[src/rtl/sd_req_arbiter_pkg.sv]
// Shared types and constants for the SD sector request arbiter.
// Latency: none, declarations only.
// Backpressure: none, declarations only.
package sd_req_arbiter_pkg;

   // Port ownership phases: free, request presented to SD, transfer in flight
   typedef enum logic [1:0] {
      IDLE  = 2'd0,
      ISSUE = 2'd1,
      WAIT  = 2'd2
   } arb_state_t;

   localparam int REQ_FDC  = 0;
   localparam int REQ_ACSI = 1;

   localparam int LBA_W = 32;
   localparam int LEN_W = 16;

endpackage

[src/rtl/sd_req_arbiter_rr_pick.sv]
// Round-robin requester picker with a sticky lock for the previous owner.
// Latency: purely combinational.
// Backpressure: none; the caller decides when the pick is consumed.
module sd_req_arbiter_rr_pick #(
   parameter int NREQ  = 2,
   parameter int IDX_W = 1
) (
   input  logic [NREQ-1:0]  pending,
   input  logic [IDX_W-1:0] last_owner,
   input  logic [NREQ-1:0]  lock,
   output logic             pick_vld,
   output logic [IDX_W-1:0] pick_idx
);

   logic [IDX_W-1:0] cand;

   // A locked, still-pending last owner keeps the port; otherwise scan onward from it with wrap
   always_comb begin
      pick_vld = 1'b0;
      pick_idx = '0;
      cand     = '0;
      if (lock[last_owner] && pending[last_owner]) begin
         pick_vld = 1'b1;
         pick_idx = last_owner;
      end else begin
         for (int k = 1; k <= NREQ; k++) begin
            cand = IDX_W'((int'(last_owner) + k) % NREQ);
            if (!pick_vld && pending[cand]) begin
               pick_vld = 1'b1;
               pick_idx = cand;
            end
         end
      end
   end

endmodule

[src/rtl/sd_req_arbiter.sv]
// Shares the SD sector request port between requesters and routes busy/done/err back to the owner.
// Latency: one cycle from a pending request to sd_rd/sd_wr; every output is registered.
// Backpressure: requests are levels held until busy; no new grant until the port is back in IDLE.
module sd_req_arbiter
   import sd_req_arbiter_pkg::*;
#(
   parameter int NREQ = 2,
   parameter int TO_W = 24,
   localparam int IDX_W = (NREQ > 1) ? $clog2(NREQ) : 1
) (
   input  logic                  clk,
   input  logic                  reset_n,
   input  logic [2*NREQ-1:0]     rd_req,
   input  logic [2*NREQ-1:0]     wr_req,
   input  logic [LBA_W*NREQ-1:0] req_lba,
   input  logic [LEN_W*NREQ-1:0] req_length,
   input  logic [NREQ-1:0]       lock,
   output logic [NREQ-1:0]       busy,
   output logic [NREQ-1:0]       done,
   output logic [NREQ-1:0]       err,
   output logic [2*NREQ-1:0]     sd_rd,
   output logic [2*NREQ-1:0]     sd_wr,
   output logic [LBA_W-1:0]      sd_lba,
   output logic [LEN_W-1:0]      sd_length,
   input  logic                  sd_busy,
   input  logic                  sd_done,
   output logic [IDX_W-1:0]      owner,
   output logic                  active
);

   localparam logic [TO_W-1:0] CNT_MAX = '1;

   arb_state_t        state_q, state_d;
   logic [2*NREQ-1:0] sd_rd_q, sd_rd_d, sd_wr_q, sd_wr_d;
   logic [LBA_W-1:0]  sd_lba_q, sd_lba_d;
   logic [LEN_W-1:0]  sd_length_q, sd_length_d;
   logic [NREQ-1:0]   busy_q, busy_d, done_q, done_d, err_q, err_d;
   logic [IDX_W-1:0]  owner_q, owner_d, last_owner_q, last_owner_d;
   logic [TO_W-1:0]   cnt_q, cnt_d, cnt_inc;
   logic              active_q, active_d;
   logic              timeout;

   logic [NREQ-1:0]   pending;
   logic              pick_vld;
   logic [IDX_W-1:0]  pick_idx;
   logic [1:0]        pick_rd, pick_wr, pick_bits;
   logic [LBA_W-1:0]  pick_lba;
   logic [LEN_W-1:0]  pick_len;
   logic              pick_is_rd, pick_drive;
   logic [IDX_W:0]    pick_slot;

   // Any drive slot of either type counts as a pending request
   always_comb begin
      pending = '0;
      for (int r = 0; r < NREQ; r++) begin
         pending[r] = (|rd_req[2*r +: 2]) | (|wr_req[2*r +: 2]);
      end
   end

   sd_req_arbiter_rr_pick #(
      .NREQ  (NREQ),
      .IDX_W (IDX_W)
   ) u_rr_pick (
      .pending    (pending),
      .last_owner (last_owner_q),
      .lock       (lock),
      .pick_vld   (pick_vld),
      .pick_idx   (pick_idx)
   );

   // Mux out the picked requester's fields; reads beat writes, lowest drive slot wins
   always_comb begin
      pick_rd  = '0;
      pick_wr  = '0;
      pick_lba = '0;
      pick_len = '0;
      for (int r = 0; r < NREQ; r++) begin
         if (pick_idx == IDX_W'(r)) begin
            pick_rd  = rd_req[2*r +: 2];
            pick_wr  = wr_req[2*r +: 2];
            pick_lba = req_lba[LBA_W*r +: LBA_W];
            pick_len = req_length[LEN_W*r +: LEN_W];
         end
      end
      pick_is_rd = |pick_rd;
      pick_bits  = pick_is_rd ? pick_rd : pick_wr;
      pick_drive = ~pick_bits[0];
      pick_slot  = {pick_idx, pick_drive};
   end

   // Next-state: grant in IDLE, wait for accept in ISSUE, wait for finish in WAIT; handshakes beat the watchdog
   always_comb begin
      state_d      = state_q;
      sd_rd_d      = sd_rd_q;
      sd_wr_d      = sd_wr_q;
      sd_lba_d     = sd_lba_q;
      sd_length_d  = sd_length_q;
      busy_d       = '0;
      done_d       = '0;
      err_d        = '0;
      owner_d      = owner_q;
      last_owner_d = last_owner_q;
      cnt_inc      = (cnt_q == CNT_MAX) ? cnt_q : cnt_q + 1'b1;
      timeout      = (cnt_inc == CNT_MAX);
      cnt_d        = cnt_q;
      unique case (state_q)
         IDLE: begin
            sd_rd_d = '0;
            sd_wr_d = '0;
            cnt_d   = '0;
            if (pick_vld) begin
               sd_lba_d    = pick_lba;
               sd_length_d = pick_len;
               if (pick_is_rd) sd_rd_d[pick_slot] = 1'b1;
               else            sd_wr_d[pick_slot] = 1'b1;
               owner_d      = pick_idx;
               last_owner_d = pick_idx;
               state_d      = ISSUE;
            end
         end
         ISSUE: begin
            if (sd_busy) begin
               sd_rd_d          = '0;
               sd_wr_d          = '0;
               busy_d[owner_q]  = 1'b1;
               cnt_d            = '0;
               if (sd_done) begin
                  done_d[owner_q] = 1'b1;
                  state_d         = IDLE;
               end else begin
                  state_d = WAIT;
               end
            end else if (timeout) begin
               sd_rd_d         = '0;
               sd_wr_d         = '0;
               err_d[owner_q]  = 1'b1;
               cnt_d           = cnt_inc;
               state_d         = IDLE;
            end else begin
               cnt_d = cnt_inc;
            end
         end
         WAIT: begin
            if (sd_done) begin
               done_d[owner_q] = 1'b1;
               state_d         = IDLE;
            end else if (timeout) begin
               err_d[owner_q] = 1'b1;
               cnt_d          = cnt_inc;
               state_d        = IDLE;
            end else begin
               cnt_d = cnt_inc;
            end
         end
         default: begin
            sd_rd_d = '0;
            sd_wr_d = '0;
            state_d = IDLE;
         end
      endcase
      active_d = (state_d != IDLE);
   end

   // State and registered outputs; reset drops any transfer silently
   always_ff @(posedge clk or negedge reset_n) begin
      if (!reset_n) begin
         state_q      <= IDLE;
         sd_rd_q      <= '0;
         sd_wr_q      <= '0;
         sd_lba_q     <= '0;
         sd_length_q  <= '0;
         busy_q       <= '0;
         done_q       <= '0;
         err_q        <= '0;
         owner_q      <= '0;
         last_owner_q <= IDX_W'(NREQ - 1);
         cnt_q        <= '0;
         active_q     <= 1'b0;
      end else begin
         state_q      <= state_d;
         sd_rd_q      <= sd_rd_d;
         sd_wr_q      <= sd_wr_d;
         sd_lba_q     <= sd_lba_d;
         sd_length_q  <= sd_length_d;
         busy_q       <= busy_d;
         done_q       <= done_d;
         err_q        <= err_d;
         owner_q      <= owner_d;
         last_owner_q <= last_owner_d;
         cnt_q        <= cnt_d;
         active_q     <= active_d;
      end
   end

   assign sd_rd     = sd_rd_q;
   assign sd_wr     = sd_wr_q;
   assign sd_lba    = sd_lba_q;
   assign sd_length = sd_length_q;
   assign busy      = busy_q;
   assign done      = done_q;
   assign err       = err_q;
   assign owner     = owner_q;
   assign active    = active_q;

endmodule

[config.mk]
export PLATFORM = sky130hd
export DESIGN_NAME = sd_req_arbiter
export DESIGN_NICKNAME = d
export VERILOG_FILES = /design/src/rtl/sd_req_arbiter_pkg.sv /design/src/rtl/sd_req_arbiter_rr_pick.sv /design/src/rtl/sd_req_arbiter.sv
export SDC_FILE = /design/constraint.sdc
export NUM_CORES = 1
export LEC_CHECK = 0
export CORE_MARGIN = 10
export CORE_UTILIZATION = 35
export DETAILED_ROUTE_END_ITERATION = 7
export DONT_BUFFER_PORTS = 1
export GPL_ROUTABILITY_DRIVEN = 1
export SYNTH_ARGS = -nofsm -noshare
export SYNTH_HDL_FRONTEND = slang
export SYNTH_SLANG_ARGS = --single-unit
[constraint.sdc]
create_clock -name clk -period 3.5 [get_ports clk]
set_clock_uncertainty 0.15 [all_clocks]
set_input_delay 0 -clock clk [delete_from_list [all_inputs] [get_ports clk]]
set_output_delay 0 -clock clk [all_outputs]
set_load 0.005 [all_outputs]
==> summary.txt, run 1 <==
status - completed
HPWL Detailed - 10.1 mm
Worst-Skew Late Latency - 0.34 ns
synth warn - 0
reg2reg start - cnt_q[0]$_DFFE_PN0P_
number of synthesized flops with an enable pin - 0
Critical Path Most Common Cell - dlygate4sd3_1
via count - 4371
post-synthesis mux area share - 1.41%
XOR/XNOR share of the synthesized area - 0.746%
setup violators final - 0
Final Max Tran Viols - 0
critical hold path startpoint - rd_req[0]
Clock Path Buffers - 2
Ports - 174
diode count - 0
sequential standard cell area - 2280 um2
commonest cells after routing, fill and taps aside - dlygate4sd3_1 (109), dfrtp_1 (90), nand2_1 (82), o21ai_0 (80), a22oi_1 (48)
Worst Max-Slew Pin Slew - 0.899 ns
Syn-to-layout area delta - 33.1%
Pwr per Cell Area - 688 nW/um2
capturing point of the worst reg2reg path - sd_wr[1]$_DFFE_PN0P_
CP peak stage delay - 0.69 ns
largest family of logic cells by synthesized area - compound AO/OA/AOI/OAI gates
layout cell share with drive strength beyond 1 - 8.44%
CTS clk-pin slew, worst paths - 0.07 ns
distinct cell type count after synthesis - 65
H-tree levels - 3
Gate Count Post-Synth - 507
sequential share of the synthesized area - 48.5%
compound-cell area share of the yosys netlist - 24.9%
Post-synth top flop - dfrtp_1
TritonCTS Buffers - 9
Reg2Reg Depth - 10
Critical Path End Type - flip-flop
P_leak - 2.62 nW
hold path endpoint - state_q[0]$_DFF_PN0_
async set-reset flop share out of synthesis - 100%
Critical Path Fanout Max - 37
initial antenna violation count - 0
Synth Register Bits - 91
total power draw - 4.30 mW
R2R setup slack - 0.20 ns
Post-route DRC - 0
CP max stage cell - a21oi_4
Net Count, Synth - 622
core box area - 13200 um2
fmax - 302 MHz
DRT Pass-1 Iters - 7
max cap viols - 0
cell row count - 42
root buffer cell - clkbuf_16
Crit path buffers/inverters - 3
Final Hold Fails - 0
Final period util - 94.7%
most common cell after layout, fill and taps aside - dlygate4sd3_1
Setup WS post-layout - 0.187 ns
Die H - 136 um
critical-path cell list - dlygate4sd3_1, or3_1, nor2_1, nor2_4, a21oi_4, buf_4, a22oi_1, dlygate4sd3_1, o21ai_0
routed vias/inst - 5.60
cell family with most CP delay - buffers and inverters
Worst Path Arrival - 3.40 ns
post-route minimum period - 3.31 ns
Die W - 136 um
Max-slew headroom - 39.9%
WL per Instance - 20.0 um
vias in the first global route - 4380
WL final - 15.6 mm
clock sinks - 91
Worst EP required - 3.59 ns
first-pass GRT wire length - 24.1 mm
Total GRT Usage - 16.2%
worst hold path cell count - 4
critical path class - input pin to flip-flop
Place WS - 0.426 ns
multi-input logic area - 2250 um2
post-route ant nets - 0
CP Launch Type - input pin
grt total ovfl - 0
Avg Inst Size Synth - 9.26 um2
die footprint - 18400 um2
Initial Util - 35.6%
Peak VDD IR - 0.000397 V
simple-gate share of the synthesized area - 18.5%
CTS tree - yes
post-synthesis instance area - 4690 um2
Initial DRC Count - 422
pin count of the biggest net entering global routing - 92
fin nets - 714
Port Buffers - 0
HP Class - input pin to flip-flop
Synth Area in Adders - 1.33%
GPL Wtd Cong - 0.887
Fill cells - 1154
-- what timing repair did --
action	CTS	global route
endpoints found under the setup margin	0	1
resized for setup	0	8
hold buffers	110	0
hold endpoints to repair	167	0
setup buffers	0	1
-- worst reg2reg max path, cell delays in order, from the launching register on --
cell and delay, ns:
dfrtp_1 0.41, ha_1 0.25, and4_4 0.28, nand4_4 0.19, a2111oi_2 0.42, nand4b_1 0.19
a221oi_4 0.29, a21oi_4 0.15, o21ai_1 0.20, o41ai_2 0.09, dlygate4sd3_1 0.58
-- stage by stage --
stage	hold slack [ns]	cell area, um2	std cells	util, %	TNS (ns)
after global placement	-0.439	4800	653	36.4	0
after detailed placement	-0.439	4800	653	36.4	0
after CTS	0.00456	6210	779	47.1	0
after global routing	0.0638	6250	780	47.4	-0.0301
after floorplan	-0.446	4690	507	-	0
final	0.0212	6250	780	47.4	0
-- area by class of cell --
class,count,area share (%)
flip-flops and latches,91,36.5
inverters,8,0.481
clock inverters,5,0.581
multi-input cells,371,36.0
well taps,176,3.52
clock buffers,11,4.05
repair buffers,118,18.9
-- state kept, by name (all words and copies together), names as in the netlist, 4 cells and up --
| signal | count |
|---|---|
| sd_length | 16 |
| sd_wr | 4 |
| sd_rd | 4 |
| sd_lba | 32 |
| cnt_q | 24 |
-- kinds of logic after synthesis --
| group | after synthesis |
|---|---|
| buffers and inverters | 45 |
| AOI/OAI and AO/OA | 183 |
| DFF | 91 |
| and+or+nand+nor | 174 |
| adders and majority gates | 5 |
| xor gates and xnor gates | 4 |
| muxes | 5 |
-- cell usage after synthesis, drive strengths merged, types with 2 or more instances --
cell type | n | share of area [%]
dfrtp | 90 | 48
nand2 | 82 | 6.6
o21ai | 82 | 8.7
a22oi | 48 | 7.7
nor2 | 27 | 2.3
clkbuf | 25 | 2.1
a21oi | 16 | 1.9
nand3 | 12 | 1.3
nand4 | 12 | 1.9
buf | 11 | 1.5
a31oi | 9 | 1.2
inv | 8 | 0.64
o31ai | 6 | 0.96
and3 | 5 | 0.72
ha | 5 | 1.3
nand2b | 5 | 0.67
and2 | 4 | 0.56
and4 | 4 | 0.80
mux2 | 4 | 1.2
nor4 | 4 | 0.67
o41ai | 4 | 0.75
or3 | 4 | 0.67
a22o | 3 | 0.56
nor2b | 3 | 0.40
nor4b | 3 | 0.56
xnor2 | 3 | 0.56
a211oi | 2 | 0.32
a21o | 2 | 0.32
nor3 | 2 | 0.21
o211ai | 2 | 0.53
o22ai | 2 | 0.27
-- routing by layer --
| layer | routed length (um) | GRT usage (%) |
|---|---|---|
| met3 | 1540 | 5.76 |
| met5 | 0 | 0 |
| met1 | 6060 | 19.2 |
| met2 | 7790 | 26.9 |
| met4 | 217 | 5.26 |
-- worst max-delay path by stage --
stage	start	endpoint	slack [ns]	cells past startpoint
5_1_grt	cnt_q[0]$_DFFE_PN0P_	sd_wr[1]$_DFFE_PN0P_	-0.03	10
2_1_floorplan	cnt_q[0]$_DFFE_PN0P_	sd_rd[1]$_DFFE_PN0P_	0.71	10
3_5_place_dp	cnt_q[0]$_DFFE_PN0P_	sd_rd[3]$_DFFE_PN0P_	0.43	9
6_report	rd_req[2]	sd_lba[7]$_DFFE_PN0P_	0.19	9
4_1_cts	cnt_q[0]$_DFFE_PN0P_	sd_wr[1]$_DFFE_PN0P_	0.08	10
3_3_place_gp	cnt_q[0]$_DFFE_PN0P_	sd_rd[1]$_DFFE_PN0P_	0.50	9
-- power by group --
part	internal (mW)	leakage, nW	total, mW	switching (mW)
clock	0.523	0.146	0.932	0.409
combinational	0.702	1.30	1.65	0.950
sequential	1.39	1.18	1.71	0.325
total	2.61	2.62	4.30	1.69
Power figures use the tool's default switching activity.
==> run 2: changes to the inputs <==
==> constraint.sdc (replaced) <==
create_clock -name clk -period 3.91 [get_ports clk]
set_clock_uncertainty 0.15 [all_clocks]
set_input_delay 0 -clock clk [delete_from_list [all_inputs] [get_ports clk]]
set_output_delay 0 -clock clk [all_outputs]
set_load 0.005 [all_outputs]
==> run 2 against run 1 <==
  * Total power fell by 6.6%
  * Via count up 0.78%
  * Critical path depth up 1
  * Clock power rose by 8%
  * Register-to-register slack better by 0.29 ns
  * First-iteration DRC count is 35% lower
  * Global-route usage up 0.32 points
  * Sequential cell count unchanged
  * Utilization increased by 0.17 points
  * Worst hold slack worse by 0.0017 ns
  * Critical endpoint is now sd_wr[1]$_DFFE_PN0P_
  * Largest cell class unchanged
==> summary.txt, run 2 (same netlist as run 1, synthesis figures left out) <==
status - completed (unchanged)
Int Pwr - 2.51 mW (was 2.61 mW)
Setup WS post-layout - 0.489 ns (was 0.187 ns)
setup violators final - 0 (unchanged)
Ports - 174 (unchanged)
diode count - 0 (unchanged)
Port Buffers - 0 (unchanged)
postcts setup bufs - 0 (unchanged)
Pwr per Cell Area - 641 nW/um2 (was 688 nW/um2)
Hold-fix buffers, CTS - 111 (was 110)
GPL Wtd Cong - 0.888 (was 0.887)
DRT Pass-1 Iters - 5 (was 7)
Final Hold Fails - 0 (unchanged)
CTS clk-pin slew, worst paths - 0.06 ns (was 0.07 ns)
Worst Path Arrival - 3.49 ns (was 3.40 ns)
HPWL Detailed - 10.1 mm (about the same)
worst hold path cell count - 4 (unchanged)
Place WS - 0.809 ns (was 0.426 ns)
Max-slew headroom - 22.1% (was 39.9%)
P_leak - 2.62 nW (about the same)
Critical Path Fanout Max - 10 (was 37)
max cap viols - 0 (unchanged)
Worst-Skew Late Latency - 0.34 ns (about the same)
Initial Util - 35.6% (unchanged)
Critical Path End Type - flip-flop (unchanged)
post-route ant nets - 0 (unchanged)
fin nets - 712 (was 714)
Peak VDD IR - 0.000343 V (was 0.000397 V)
Final Max Tran Viols - 0 (unchanged)
Post-route DRC - 0 (unchanged)
CP peak stage delay - 0.57 ns (was 0.69 ns)
CTS tree - yes (unchanged)
Syn-to-layout area delta - 33.6% (was 33.1%)
Die H - 136 um (unchanged)
post-route minimum period - 3.42 ns
Clock Path Buffers - 2 (unchanged)
Final period util - 87.5%
Net Sw Frac - 37.6% (was 39.2%)
total power draw - 4.02 mW (was 4.30 mW)
cell row count - 42 (unchanged)
Initial DRC Count - 276 (was 422)
post-CTS sizing - 0 (unchanged)
WL per Instance - 19.9 um (was 20.0 um)
clock sinks - 91 (unchanged)
initial antenna violation count - 0 (unchanged)
critical-path cell list - ha_1, and4_1, nand4_4, a2111oi_0, nand4b_1, a221oi_4, a21oi_4, o21ai_0, o41ai_1, dlygate4sd3_1 (was dlygate4sd3_1, or3_1, nor2_1, nor2_4, a21oi_4, buf_4, a22oi_1, dlygate4sd3_1, o21ai_0)
die footprint - 18400 um2 (unchanged)
fin util - 47.5% (was 47.4%)
Comb power frac - 36.5% (was 38.4%)
WL final - 15.5 mm (was 15.6 mm)
layout cell share with drive strength beyond 1 - 7.31% (was 8.44%)
commonest cells after routing, fill and taps aside - dlygate4sd3_1 (110), dfrtp_1 (90), nand2_1 (82), o21ai_0 (81), a22oi_1 (48) (was dlygate4sd3_1 (109), dfrtp_1 (90), nand2_1 (82), o21ai_0 (80), a22oi_1 (48))
cell family with most CP delay - compound AO/OA/AOI/OAI gates (was buffers and inverters)
Largest register FFs - 32 (unchanged)
routed vias/inst - 5.66 (was 5.60)
Worst EP required - 3.98 ns (was 3.59 ns)
Reg2Reg Depth - 10 (unchanged)
Levels on crit path - 10 (was 9)
via count - 4405 (was 4371)
Crit path buffers/inverters - 1 (was 3)
fmax - 292 MHz
critical path class - flip-flop to flip-flop (was input pin to flip-flop)
post-route setup TNS - 0 ns (unchanged)
HP Class - input pin to flip-flop (unchanged)
WHS - 0.0196 ns (was 0.0212 ns)
clock network power share - 25.2% (was 21.7%)
first-pass GRT wire length - 24.7 mm (was 24.1 mm)
Worst Max-Slew Pin Slew - 1.17 ns (was 0.899 ns)
Switching Power - 1.51 mW (was 1.69 mW)
H-tree levels - 3 (unchanged)
pin count of the biggest net entering global routing - 92 (unchanged)
unrepaired setup endpoints after global routing - false
grt total ovfl - 0 (unchanged)
Reg power frac - 38.2% (was 39.9%)
CP max stage cell - dlygate4sd3_1 (was a21oi_4)
TritonCTS Buffers - 9 (unchanged)
core box area - 13200 um2 (unchanged)
most common cell after layout, fill and taps aside - dlygate4sd3_1 (unchanged)
Total GRT Usage - 16.6% (was 16.2%)
CP Launch Type - flip-flop (was input pin)
vias in the first global route - 4532 (was 4380)
Die W - 136 um (unchanged)
root buffer cell - clkbuf_16 (unchanged)
-- run 2: changes by cell type in the layout (fill, tap and decap cells not counted), sizes merged --
cell         change
inv              -1
clkinv           -1
bufinv           +3
buf              -3
clkbuf           -1
dlygate4sd3      +1
-- run 2: power groups by stage --
stage                     Clock (mW)  Combinational, mW  Sequential, mW
after floorplan                    0              0.899            1.43
after global placement             0               1.09            1.55
after detailed placement           0               1.15            1.55
after CTS                       1.03               1.42            1.54
final                           1.01               1.47            1.54
after global routing            1.07               1.64            1.57
-- run 2: final cells by class --
cell class | instances | area (um2)
clock buffer | 10 | 239
clock inverter | 6 | 113
fill | 1150 | 6920
inverter | 8 | 30.0
multi-input combinational | 371 | 2220
sequential | 91 | 2280
tap | 176 | 220
timing repair buffer | 116 | 1170
-- run 2: final timing paths --
path / startpoint / to / slack (ns)
min in group asynchronous: reset_n / err[1]$_DFF_PN0_ / 0.07
max: cnt_q[0]$_DFFE_PN0P_ / sd_wr[1]$_DFFE_PN0P_ / 0.49
max reg2reg: cnt_q[0]$_DFFE_PN0P_ / sd_wr[1]$_DFFE_PN0P_ / 0.49
min: wr_req[3] / state_q[0]$_DFF_PN0_ / 0.02
min reg2reg: last_owner_q$_DFFE_PN1P_ / last_owner_q$_DFFE_PN1P_ / 0.33
max in group asynchronous: reset_n / cnt_q[2]$_DFFE_PN0P_ / 3.14
-- run 2: stage by stage --
stage          instances  cell area, um2
2_1_floorplan        507            4690
3_3_place_gp         651            4790
3_5_place_dp         651            4790
4_1_cts              778            6270
5_1_grt              778            6270
6_report             778            6270
-- run 2: tightest hold or removal path, stage by stage --
cell	delay [ns]
nor2_1	0.09
nand2_1	0.16
nand2_1	0.09
a21oi_1	0.12
-- run 2: routing by layer --
metal	routed length (um)	up-vias	part of all wire, %	global-route usage (%)
met2	7460	213	48	26.9
li1	-	2028	-	-
met5	0	-	0	0
met4	316	0	2.0	5.14
met1	6030	2138	39	19.4
met3	1680	26	11	7.05
